===== config.mk =====
export PLATFORM = sky130hd
export DESIGN_NAME = axi4_lite_region_router
export DESIGN_NICKNAME = d
export VERILOG_FILES = /design/src/rtl/axi4_lite_pkg.sv /design/src/rtl/axi4_lite_req_arbiter.sv /design/src/rtl/axi4_lite_region_router.sv
export SDC_FILE = /design/constraint.sdc
export NUM_CORES = 1
export LEC_CHECK = 0
export BUFFER_PORTS_ARGS = -buffer_cell sky130_fd_sc_hd__buf_2
export CORE_AREA = 4 4 127 129
export DETAILED_ROUTE_END_ITERATION = 16
export DIE_AREA = 0 0 131 133
export GPL_TIMING_DRIVEN = 0
export PLACE_DENSITY = 0.75
export SYNTH_ARGS = -nofsm -noshare
export SYNTH_HDL_FRONTEND = slang
export SYNTH_HIERARCHICAL = 1
export SYNTH_SLANG_ARGS = --single-unit

===== constraint.sdc =====
create_clock -name aclk -period 4.7 [get_ports aclk]
set_clock_uncertainty 0.2 [all_clocks]
set_input_delay 0.94 -clock aclk [delete_from_list [all_inputs] [get_ports aclk]]
set_output_delay 0.94 -clock aclk [all_outputs]
set_load 0.05 [all_outputs]

===== src/rtl/axi4_lite_pkg.sv =====
// Shared types for the AXI4-Lite region router: response codes, FSM states
// and the address-to-region decode helper.
package axi4_lite_pkg;

  localparam int REGION_IDX_WIDTH = 4;

  typedef enum logic [1:0] {
    OKAY   = 2'b00,
    SLVERR = 2'b10,
    DECERR = 2'b11
  } resp_t;

  typedef enum logic [1:0] {W_IDLE, W_WAIT, W_RESP} wr_state_t;
  typedef enum logic [1:0] {R_IDLE, R_WAIT, R_RESP} rd_state_t;

  function automatic logic region_mapped(input logic [REGION_IDX_WIDTH-1:0] idx,
                                         input int num_regions);
    return int'(idx) < num_regions;
  endfunction

endpackage


===== src/rtl/axi4_lite_req_arbiter.sv =====
// Two-requester (read/write) bus arbiter with alternating priority on contention
// and a per-grant timeout counter; one downstream request in flight at a time.
module axi4_lite_req_arbiter #(
  parameter int TIMEOUT_CYCLES = 64
) (
  input  logic aclk,
  input  logic areset,
  input  logic rd_want,
  input  logic wr_want,
  input  logic hit,
  output logic busy,
  output logic owner_wr,
  output logic done,
  output logic timeout
);

  localparam int CW = $clog2(TIMEOUT_CYCLES);

  logic [CW-1:0] cnt;
  logic          prio_wr;
  logic          grant_wr;
  logic          expire;

  // An ack in the final counted cycle wins over the timeout.
  assign expire   = busy && !hit && (cnt == CW'(TIMEOUT_CYCLES - 1));
  assign done     = busy && (hit || expire);
  assign timeout  = expire;
  assign grant_wr = wr_want && (!rd_want || prio_wr);

  // NOTE: sequential state uses non-blocking assignments so every flop samples
  // pre-edge values regardless of process evaluation order.
  always_ff @(posedge aclk or posedge areset) begin
    if (areset) begin
      busy     <= 1'b0;
      owner_wr <= 1'b0;
      cnt      <= '0;
      prio_wr  <= 1'b0;
    end else if (busy) begin
      if (done) busy <= 1'b0;
      else      cnt  <= cnt + CW'(1);
    end else if (rd_want || wr_want) begin
      busy     <= 1'b1;
      owner_wr <= grant_wr;
      cnt      <= '0;
      if (rd_want && wr_want) prio_wr <= !prio_wr;
    end
  end

endmodule


===== src/rtl/axi4_lite_region_router.sv =====
// AXI4-Lite slave front end: decodes addr[top nibble] into regions and drives a
// shared request bus, with independent read/write FSMs and full B/R channels.
module axi4_lite_region_router
  import axi4_lite_pkg::*;
#(
  parameter int pADDR_WIDTH      = 32,
  parameter int pDATA_WIDTH      = 32,
  parameter int NUM_REGIONS      = 4,
  parameter int LOCAL_ADDR_WIDTH = 12,
  parameter int TIMEOUT_CYCLES   = 64
) (
  input  logic                               aclk,
  input  logic                               areset,
  input  logic [pADDR_WIDTH-1:0]             in_s_awaddr,
  input  logic                               in_s_awvalid,
  output logic                               out_s_awready,
  input  logic [pDATA_WIDTH-1:0]             in_s_wdata,
  input  logic [pDATA_WIDTH/8-1:0]           in_s_wstrb,
  input  logic                               in_s_wvalid,
  output logic                               out_s_wready,
  output logic [1:0]                         out_s_bresp,
  output logic                               out_s_bvalid,
  input  logic                               in_s_bready,
  input  logic [pADDR_WIDTH-1:0]             in_s_araddr,
  input  logic                               in_s_arvalid,
  output logic                               out_s_arready,
  output logic [pDATA_WIDTH-1:0]             out_s_rdata,
  output logic [1:0]                         out_s_rresp,
  output logic                               out_s_rvalid,
  input  logic                               in_s_rready,
  output logic [NUM_REGIONS-1:0]             out_req,
  output logic                               out_we,
  output logic [LOCAL_ADDR_WIDTH-1:0]        out_addr,
  output logic [pDATA_WIDTH-1:0]             out_wdata,
  output logic [pDATA_WIDTH/8-1:0]           out_wstrb,
  input  logic [NUM_REGIONS-1:0]             in_ack,
  input  logic [NUM_REGIONS*pDATA_WIDTH-1:0] in_rdata,
  input  logic [NUM_REGIONS-1:0]             in_err
);

  localparam int IW = REGION_IDX_WIDTH;

  wr_state_t                  wr_state, wr_next;
  rd_state_t                  rd_state, rd_next;
  logic                       ready_en, aw_got, w_got;
  logic [pADDR_WIDTH-1:0]     awaddr_q, araddr_q, aw_cur;
  logic [pDATA_WIDTH-1:0]     wdata_q, rdata_q, sel_rdata;
  logic [pDATA_WIDTH/8-1:0]   wstrb_q;
  resp_t                      bresp_q, rresp_q;
  logic                       aw_hs, w_hs, ar_hs, wr_launch, wr_mapped, rd_mapped;
  logic                       busy, owner_wr, arb_done, arb_timeout, hit, sel_err;
  logic                       wr_done, rd_done;
  logic [IW-1:0]              cur_idx;
  logic                       unused_addr_bits;

  assign aw_hs     = in_s_awvalid && out_s_awready;
  assign w_hs      = in_s_wvalid && out_s_wready;
  assign ar_hs     = in_s_arvalid && out_s_arready;
  assign aw_cur    = aw_got ? awaddr_q : in_s_awaddr;
  assign wr_mapped = region_mapped(aw_cur[pADDR_WIDTH-1 -: IW], NUM_REGIONS);
  assign rd_mapped = region_mapped(in_s_araddr[pADDR_WIDTH-1 -: IW], NUM_REGIONS);
  assign wr_launch = (wr_state == W_IDLE) && (aw_got || aw_hs) && (w_got || w_hs);
  assign wr_done   = arb_done && owner_wr;
  assign rd_done   = arb_done && !owner_wr;
  assign hit       = |(in_ack & out_req);
  assign sel_err   = |(in_err & in_ack & out_req);

  axi4_lite_req_arbiter #(.TIMEOUT_CYCLES(TIMEOUT_CYCLES)) u_arb (
    .aclk    (aclk),
    .areset  (areset),
    .rd_want (rd_state == R_WAIT),
    .wr_want (wr_state == W_WAIT),
    .hit     (hit),
    .busy    (busy),
    .owner_wr(owner_wr),
    .done    (arb_done),
    .timeout (arb_timeout)
  );

  // NOTE: every signal driven in an always_comb gets a default first, so no path leaves it unassigned (no latch).
  always_comb begin
    out_req   = '0;
    sel_rdata = '0;
    cur_idx   = owner_wr ? awaddr_q[pADDR_WIDTH-1 -: IW] : araddr_q[pADDR_WIDTH-1 -: IW];
    for (int r = 0; r < NUM_REGIONS; r++) begin
      if (busy && int'(cur_idx) == r) out_req[r] = 1'b1;
      if (out_req[r]) sel_rdata = in_rdata[r*pDATA_WIDTH +: pDATA_WIDTH];
    end
  end

  assign out_we    = busy && owner_wr;
  assign out_addr  = owner_wr ? awaddr_q[LOCAL_ADDR_WIDTH-1:0] : araddr_q[LOCAL_ADDR_WIDTH-1:0];
  assign out_wdata = wdata_q;
  assign out_wstrb = wstrb_q;
  assign out_s_bresp = bresp_q;
  assign out_s_rresp = rresp_q;
  assign out_s_rdata = rdata_q;
  assign unused_addr_bits = ^{awaddr_q[pADDR_WIDTH-IW-1:LOCAL_ADDR_WIDTH],
                              araddr_q[pADDR_WIDTH-IW-1:LOCAL_ADDR_WIDTH]};

  always_ff @(posedge aclk or posedge areset) begin
    if (areset) begin
      wr_state <= W_IDLE;
      rd_state <= R_IDLE;
      ready_en <= 1'b0;
    end else begin
      wr_state <= wr_next;
      rd_state <= rd_next;
      ready_en <= 1'b1;
    end
  end

  always_comb begin
    wr_next = wr_state;
    case (wr_state)
      W_IDLE:  if (wr_launch) wr_next = wr_mapped ? W_WAIT : W_RESP;
      W_WAIT:  if (wr_done) wr_next = W_RESP;
      W_RESP:  if (in_s_bready) wr_next = W_IDLE;
      default: wr_next = W_IDLE;
    endcase
  end

  always_comb begin
    rd_next = rd_state;
    case (rd_state)
      R_IDLE:  if (ar_hs) rd_next = rd_mapped ? R_WAIT : R_RESP;
      R_WAIT:  if (rd_done) rd_next = R_RESP;
      R_RESP:  if (in_s_rready) rd_next = R_IDLE;
      default: rd_next = R_IDLE;
    endcase
  end

  // Readys stay low until the first clock after reset release.
  always_comb begin
    out_s_awready = ready_en && (wr_state == W_IDLE) && !aw_got;
    out_s_wready  = ready_en && (wr_state == W_IDLE) && !w_got;
    out_s_bvalid  = (wr_state == W_RESP);
    out_s_arready = ready_en && (rd_state == R_IDLE);
    out_s_rvalid  = (rd_state == R_RESP);
  end

  always_ff @(posedge aclk or posedge areset) begin
    if (areset) begin
      aw_got   <= 1'b0;
      w_got    <= 1'b0;
      awaddr_q <= '0;
      wdata_q  <= '0;
      wstrb_q  <= '0;
      bresp_q  <= OKAY;
    end else begin
      if (aw_hs) begin
        awaddr_q <= in_s_awaddr;
        aw_got   <= 1'b1;
      end
      if (w_hs) begin
        wdata_q <= in_s_wdata;
        wstrb_q <= in_s_wstrb;
        w_got   <= 1'b1;
      end
      if (wr_launch) begin
        aw_got <= 1'b0;
        w_got  <= 1'b0;
        if (!wr_mapped) bresp_q <= DECERR;
      end
      if (wr_done) bresp_q <= (arb_timeout || sel_err) ? SLVERR : OKAY;
    end
  end

  always_ff @(posedge aclk or posedge areset) begin
    if (areset) begin
      araddr_q <= '0;
      rresp_q  <= OKAY;
      rdata_q  <= '0;
    end else begin
      if (ar_hs) begin
        araddr_q <= in_s_araddr;
        if (!rd_mapped) begin
          rresp_q <= DECERR;
          rdata_q <= '0;
        end
      end
      if (rd_done) begin
        if (arb_timeout) begin
          rresp_q <= SLVERR;
          rdata_q <= '0;
        end else begin
          rresp_q <= sel_err ? SLVERR : OKAY;
          rdata_q <= sel_rdata;
        end
      end
    end
  end

endmodule


==> results of run 1 <==
-- how the worst max path moves through the flow --
stage / startpoint / slack (ns) / cells after the start / endpoint
6_report: u_arb/owner_wr / 1.30 / 5 / out_req[3]
3_3_place_gp: areset / -0.69 / 2 / out_s_rdata[13]
3_5_place_dp: u_arb/owner_wr / 1.34 / 9 / out_s_rdata[9]
2_1_floorplan: areset / 0.63 / 1 / araddr_q[0]
4_1_cts: u_arb/owner_wr / 1.23 / 5 / out_req[3]
5_1_grt: u_arb/owner_wr / 1.13 / 9 / out_s_rdata[1]
-- stage by stage --
step	util [%]	worst slack [ns]	area, sq um	cells	TNS (ns)
finish	54.3	1.30	8170	919	0
global route	54.3	1.13	8170	919	0
CTS	54.3	1.23	8170	919	0
detailed placement	50.5	1.34	7580	888	0
global placement	50.3	-0.685	7550	887	-75.00
floorplan	-	0.629	5800	395	0
-- power breakdown --
part / switching, mW / internal (mW)
clock network: 0.464 / 0.805
logic: 2.13 / 1.27
registers: 0.249 / 1.45
total: 2.84 / 3.52
-- critical path: cells and delay by family (launching register included) --
family,cells,cell delay [ns]
simple gates,1,0.09
flops,1,0.49
mux,1,0.40
buf+inv,3,0.87
-- per-layer routing --
layer / GRT usage, % / wire [microns] / vias up
met5: 0 / 0 / -
met4: 5.94 / 254 / 0
met3: 7.06 / 1640 / 21
met2: 32.7 / 8750 / 237
met1: 24.7 / 6940 / 2330
li1: - / - / 2171
-- logic make-up (layout without fill, tap and decap cells) --
group           count (synthesis)  in the layout  synth area share, %
simple gates                   61             61                 6.06
other cells                     1              1               0.0647
fa+ha+maj                       1              1                0.216
mux                           121            121                 30.6
xor+xnor                        1              1                0.151
buf+inv                        28            364                 2.65
flops                         120            120                 51.8
compound gates                 62             62                 8.42
-- state kept, by name, summed over array words and instances (netlist names) --
| signal | cells |
|---|---|
| wr_state | 2 |
| out_s_rresp | 2 |
| out_s_rdata | 32 |
| araddr_q | 16 |
| u_arb/owner_wr | 1 |
| w_got | 1 |
| out_s_bresp | 2 |
| u_arb/cnt | 6 |
| aw_got | 1 |
| u_arb/prio_wr | 1 |
| out_wstrb | 4 |
| awaddr_q | 16 |
| out_wdata | 32 |
| rd_state | 2 |
| ready_en | 1 |
| u_arb/busy | 1 |
-- area by class of cell --
type,instances,area (sq um),share of cell area (%)
flip-flops and latches,120,3000,36.8
well taps,188,235,2.88
repair buffers,305,1550,19.0
multi-input cells,247,2640,32.3
clock buffers,20,457,5.59
inverters,8,32.5,0.398
plain buffers,20,124,1.52
clock inverters,11,124,1.52
-- layout by cell type (no fill, tap or decap), types with 2 or more instances in the layout --
| cell | count |
|---|---|
| mux4_1 | 4 |
| nand2b_1 | 5 |
| a21oi_1 | 11 |
| nor3_1 | 7 |
| mux2i_4 | 2 |
| nor2_1 | 11 |
| buf_6 | 4 |
| clkbuf_16 | 17 |
| mux4_2 | 29 |
| and2_1 | 2 |
| and3_1 | 2 |
| bufinv_16 | 2 |
| nor2b_1 | 7 |
| nor4b_2 | 2 |
| nor4_1 | 2 |
| clkinv_4 | 2 |
| clkinvlp_4 | 3 |
| inv_1 | 7 |
| nand3_1 | 4 |
| mux2i_1 | 2 |
| nand2_1 | 10 |
| clkbuf_1 | 2 |
| clkinv_2 | 3 |
| buf_2 | 319 |
| nor3b_1 | 2 |
| a31oi_1 | 3 |
| dfrtp_1 | 120 |
| and2b_1 | 2 |
| mux2_2 | 82 |
| mux2_4 | 2 |
| clkbuf_8 | 2 |
| a22o_1 | 33 |
==> flow_summary.ini, run 1 <==
[worst_setup_path]
critical_path_class = reg2out
r2r_slack_ns = 1.40
crit_fanout = 10
max_stage_delay_ns = 0.49
cp-start-kind = register
path_cells = buf_6, mux2i_4, buf_2, nor3_1, buf_2
reg2regPathDepth = 9
crit_path_end_kind = primary output
cpMostUsedCell = buf_2
r2r-end = out_s_rdata[1]
worstPathRequired_ns = 3.56
cp.arrival_ns = 2.26
crit_slowest_cell = dfrtp_1
reg2reg_from = u_arb/owner_wr

[synth]
syn_nets = 639
synth-edff-count = 0
syn_area_sq_um = 5800
synth_area_leader_cell = dfrtp_1
synth_top_cells_by_count = dfrtp_1 (120), mux2_2 (82), a22o_1 (33)
synth_most_common_cell = dfrtp_1
yosys_warnings = 6
ys_types = 49
synth_seq_cells = 120
async_flop_share_pct = 100
seq_area_frac_synth_pct = 51.8
avgSynthCellArea_sq_um = 14.7
synth_cells = 395
synthFlopType = dfrtp_1
synth_area_leaders = dfrtp_1 (52%), mux2_2 (16%), mux4_2 (11%), a22o_1 (5.0%), mux4_1 (1.8%)
synth_top_area_share_pct = 51.8

[clock_tree]
numCtsBuffers = 17
cts.clk_slew.worst_paths_ns = 0.06
cts_resized = 0
cts.htree.levels = 4
holdBufCountCts = 0
clkSinkCount = 120
cts_setup_buffers = 0
cts_root_buffer = clkbuf_16
cts_tree = done
clock_path_buffers = 2
clk_latency_ns = 0.40

[finish]
final_nets = 963
fill_cells = 1311
drive_gt1_share_pct = 65.3
syn2layout_area_growth_pct = 40.8
n_antenna_cell = 0

[power]
total_power_mw = 6.36
ir_worst_vdd_mv = 0.568
leakagePower_nw = 4.07
cellPowerDensity_nw_per_um2 = 779

[routing]
drc_errors = 0
first_iter_violations = 294
drt-total-wl_mm = 17.6
drtPass1Iterations = 4
viasPerCell = 5.18
wl_per_cell_microns = 19.1
vias = 4759
antenna_left = 0

[placement]
dp_hpwl_mm = 13.8
port_buffers = 304
gp_congestion = 0.905

[flow_run]
maxCapViolations = 0

[global_routing]
grt_usage_pct = 20.0
grt_pass1_vias = 4888
gr-total-overflow = 0
grt_pass1_wl_mm = 26.6
antenna_found_initial = 0
grt_max_degree = 57

[timing]
period_needed_ns = 3.40
relSlewSlack_pct = 48.1
setup_viol = 0
fin_crit_sh_pct = 72.3
fmax_mhz = 294
max_slew.worst_pin.slew_ns = 0.771
finalHoldViolCount = 0
slew_violations = 0
final.hold.worst_slack_ns = 0.277
rsz0062_at_grt = false

[die]
die_w_microns = 131
die-area_sq_um = 17400
core_sq_um = 15000
ioPinCount = 337
fp-row-count = 45
die-height_microns = 133
initial_utilization_pct = 38.6

[hold_path]
hold_class = reg2reg
hold_path_depth = 1
min_to = u_arb/prio_wr
hold_start = u_arb/prio_wr

[run_status]
outcome = finished, final reports clean
No activity file was read; power rests on OpenSTA's default activity.
==> inputs of run 2 (changes only) <==
--- a/config.mk
+++ b/config.mk
@@ -5,12 +5,13 @@
 export SDC_FILE = /design/constraint.sdc
 export NUM_CORES = 1
 export LEC_CHECK = 0
+export ABC_AREA = 1
 export BUFFER_PORTS_ARGS = -buffer_cell sky130_fd_sc_hd__buf_2
-export CORE_AREA = 4 4 127 129
+export CORE_MARGIN = 4
+export CORE_UTILIZATION = 41
 export DETAILED_ROUTE_END_ITERATION = 16
-export DIE_AREA = 0 0 131 133
 export GPL_TIMING_DRIVEN = 0
-export PLACE_DENSITY = 0.75
+export PLACE_DENSITY = 0.8
 export SYNTH_ARGS = -nofsm -noshare
 export SYNTH_HDL_FRONTEND = slang
 export SYNTH_HIERARCHICAL = 1
==> constraint.sdc (replaced) <==
create_clock -name aclk -period 3.03 [get_ports aclk]
set_clock_uncertainty 0.2 [all_clocks]
set_input_delay 0.606 -clock aclk [delete_from_list [all_inputs] [get_ports aclk]]
set_output_delay 0.606 -clock aclk [all_outputs]
set_load 0.05 [all_outputs]
==> run 2 against run 1 <==
Largest power group unchanged. Clock-buffer cell count down 1. First-iteration DRC count shrank 36%. Total power grew 59%. Via count is 31% higher. Highest routed layer is now met5. Setup slack got worse by 1.1 ns. Wire length is 15% higher. Non-clock buffer count is 21 higher. Register-to-register slack worse by 1.2 ns. Sequential share of layout area down 2.5 points.
==> flow_summary.ini, run 2 <==
[timing]
fin_crit_sh_pct = 94.1
fin_tns_setup_ns = 0
slew_violations = 0
period_needed_ns = 2.85
relSlewSlack_pct = 45.0
final.hold.worst_slack_ns = 0.190
fmax_mhz = 351
setup_viol = 0
max_slew.worst_pin.slew_ns = 0.823
setup_ws_ns = 0.178
rsz0062_at_grt = false
finalHoldViolCount = 0

[routing]
wl_per_cell_microns = 15.7
drt-total-wl_mm = 20.2
drc_errors = 0
viasPerCell = 4.84
vias = 6232
first_iter_violations = 187
drtPass1Iterations = 4
antenna_left = 0

[die]
core_sq_um = 14700
initial_utilization_pct = 42.2
ioPinCount = 337
die_w_microns = 131
die-area_sq_um = 17200
fp-row-count = 44
die-height_microns = 131

[finish]
final_cell_mix = buf_2 (318), nand2_1 (291), dfrtp_1 (120)
final_nets = 1334
instances_no_fill = 1287
mostFrequentLayoutCell = buf_2
drive_gt1_share_pct = 41.3
fin_area_sq_um = 8760
syn2layout_area_growth_pct = 41.3
n_antenna_cell = 0
final_core_util_pct = 59.6
fill_cells = 1327

[global_routing]
grt_max_degree = 41
grt_pass1_vias = 6119
gr-total-overflow = 0
antenna_found_initial = 2
grt_pass1_wl_mm = 29.9
grt_usage_pct = 22.6

[power]
clkPwrFrac_pct = 21.2
comb_power_share_pct = 52.8
p_sw_share_pct = 48.5
ir_worst_vdd_mv = 0.925
p_int_mw = 5.22
power_switching_mw = 4.91
leakagePower_nw = 5.13
total_power_mw = 10.1
power_frac_seq_pct = 26.0
cellPowerDensity_nw_per_um2 = 1160

[synth]
synth_top_area_share_pct = 48.4
syn_nets = 1001
synth-xor-area-share_pct = 0.424
synth_area_leaders = dfrtp_1 (48%), nand2_1 (18%), mux2_2 (9.1%), inv_1 (4.1%), nand3_1 (3.5%)
synthFlopType = dfrtp_1
syn_area_sq_um = 6200
synth_cells = 757
synth_most_common_cell = nand2_1
seq_area_frac_synth_pct = 48.4
yosys_warnings = 6
synth_compound_area_share_pct = 7.33
synth_top_cells_by_count = nand2_1 (292), dfrtp_1 (120), inv_1 (68)
async_flop_share_pct = 100
avgSynthCellArea_sq_um = 8.19
synth-simple-area-share_pct = 26.8
synth_top_family_by_area = simple AND/OR/NAND/NOR gates
synth_area_leader_cell = dfrtp_1
synth_fa_ha_area_share_pct = 0.202
synthMuxAreaShare_pct = 9.08
ys_types = 36
synth_seq_cells = 120
synth-edff-count = 0

[hold_path]
hold_class = in2reg
hold_start = in_s_araddr[28]

[clock_tree]
cts.htree.levels = 4
clk_latency_ns = 0.41
cts_tree = done
clkSinkCount = 120
clock_path_buffers = 2
cts.clk_slew.worst_paths_ns = 0.06
cts_root_buffer = clkbuf_16
numCtsBuffers = 17

[worst_setup_path]
cp-start-kind = register
crit_path_end_kind = register
crit_slowest_cell = dfrtp_1
cp.arrival_ns = 3.00
worstPathRequired_ns = 3.18
path_buf_inv = 7
cpMostUsedCell = nand2_1
crit_fanout = 10
reg2reg_from = u_arb/owner_wr
path_cells = buf_6, nor2_2, nand2_1, nand2_4, nand3_2, inv_4, buf_4, nand2_1, nand4_1, inv_1, a21oi_2, nand2_2, nor2_4, buf_12, buf_8, o21ai_1, inv_1, nand2_1, nand2_1
max_stage_delay_ns = 0.43
critical_path_class = reg2reg
startpoint = u_arb/owner_wr
cpLargestDelayFamily = simple AND/OR/NAND/NOR gates

[placement]
gp_congestion = 0.847
dp_hpwl_mm = 15.7
dpl_worst_slack_ns = -0.590
place_inst = 1247
port_buffers = 304
dpl_cell_area_sq_um = 8000

[flow_run]
maxCapViolations = 0

[run_status]
outcome = finished, final reports clean
-- run 2: cell count changes after synthesis, moves of 8 or more --
| cell | before | now |
|---|---|---|
| a22o_1 | 33 | 0 |
| clkbuf_1 | 1 | 9 |
| inv_1 | 8 | 68 |
| mux2_2 | 82 | 50 |
| mux4_2 | 29 | 0 |
| nand2_1 | 10 | 292 |
| nand3_1 | 4 | 43 |
| nand4_1 | 0 | 8 |
| nor2_1 | 11 | 21 |
| o21ai_0 | 1 | 39 |
| o21ai_1 | 1 | 32 |
-- run 2: kinds of logic (layout without fill, tap and decap cells) --
group / after synthesis / after routing
AOI/OAI and AO/OA: 83 / 83
xor gates and xnor gates: 3 / 3
adders and majority gates: 1 / 1
buffers and inverters: 109 / 455
DFF: 120 / 120
muxes: 50 / 50
other: 1 / 1
and+or+nand+nor: 390 / 390
-- run 2: worst min-delay path, delay by kind of cell --
kind | cells | cell delay [ns]
buffers and inverters | 1 | 0.07
and+or+nand+nor | 2 | 0.08
-- run 2: final timing paths --
kind                            cells past startpoint  slack, ns               to
worst max register to register                     19       0.18  out_s_rdata[24]
max in group asynchronous                           4       1.27  out_s_rdata[21]
worst max-delay path                               19       0.18  out_s_rdata[24]
min in group asynchronous                           3       0.53     u_arb/cnt[1]
worst min register to register                      2       0.27  out_s_rdata[30]
worst min-delay path                                3       0.19     araddr_q[28]
-- run 2: layout make-up --
| class | instances | area [sq um] | share of cell area, % |
|---|---|---|---|
| plain buffers | 32 | 209 | 2.39 |
| clock buffers | 19 | 443 | 5.06 |
| clock inverters | 13 | 191 | 2.19 |
| inverters | 77 | 300 | 3.43 |
| multi-input cells | 528 | 2740 | 31.3 |
| flip-flops and latches | 120 | 3000 | 34.3 |
| well taps | 184 | 230 | 2.63 |
| repair buffers | 314 | 1640 | 18.7 |
-- run 2: what timing repair did --
action | CTS | global route
gates resized for setup | 10 | 11
endpoints found under the setup margin | 32 | 31
pin swaps | 2 | 1
buffers inserted | 3 | 2
endpoints found under the hold margin | 9 | 0
cloned | 0 | 2
hold buffers | 1 | 0
-- run 2: metal layers --
layer	share of wire (%)	global-route usage [%]
met5	0.13	0
met4	2.0	7.80
met3	9.4	7.97
met2	50	39.2
met1	39	26.0
-- run 2: power by group through the flow --
stage / Combinational [mW] / Sequential [mW] / Clock, mW
after global placement: 5.12 / 2.60 / 0
after global routing: 5.80 / 2.70 / 2.28
after floorplan: 2.74 / 3.74 / 0
after CTS: 5.32 / 2.63 / 2.18
after detailed placement: 5.23 / 2.64 / 0
final: 5.36 / 2.63 / 2.15
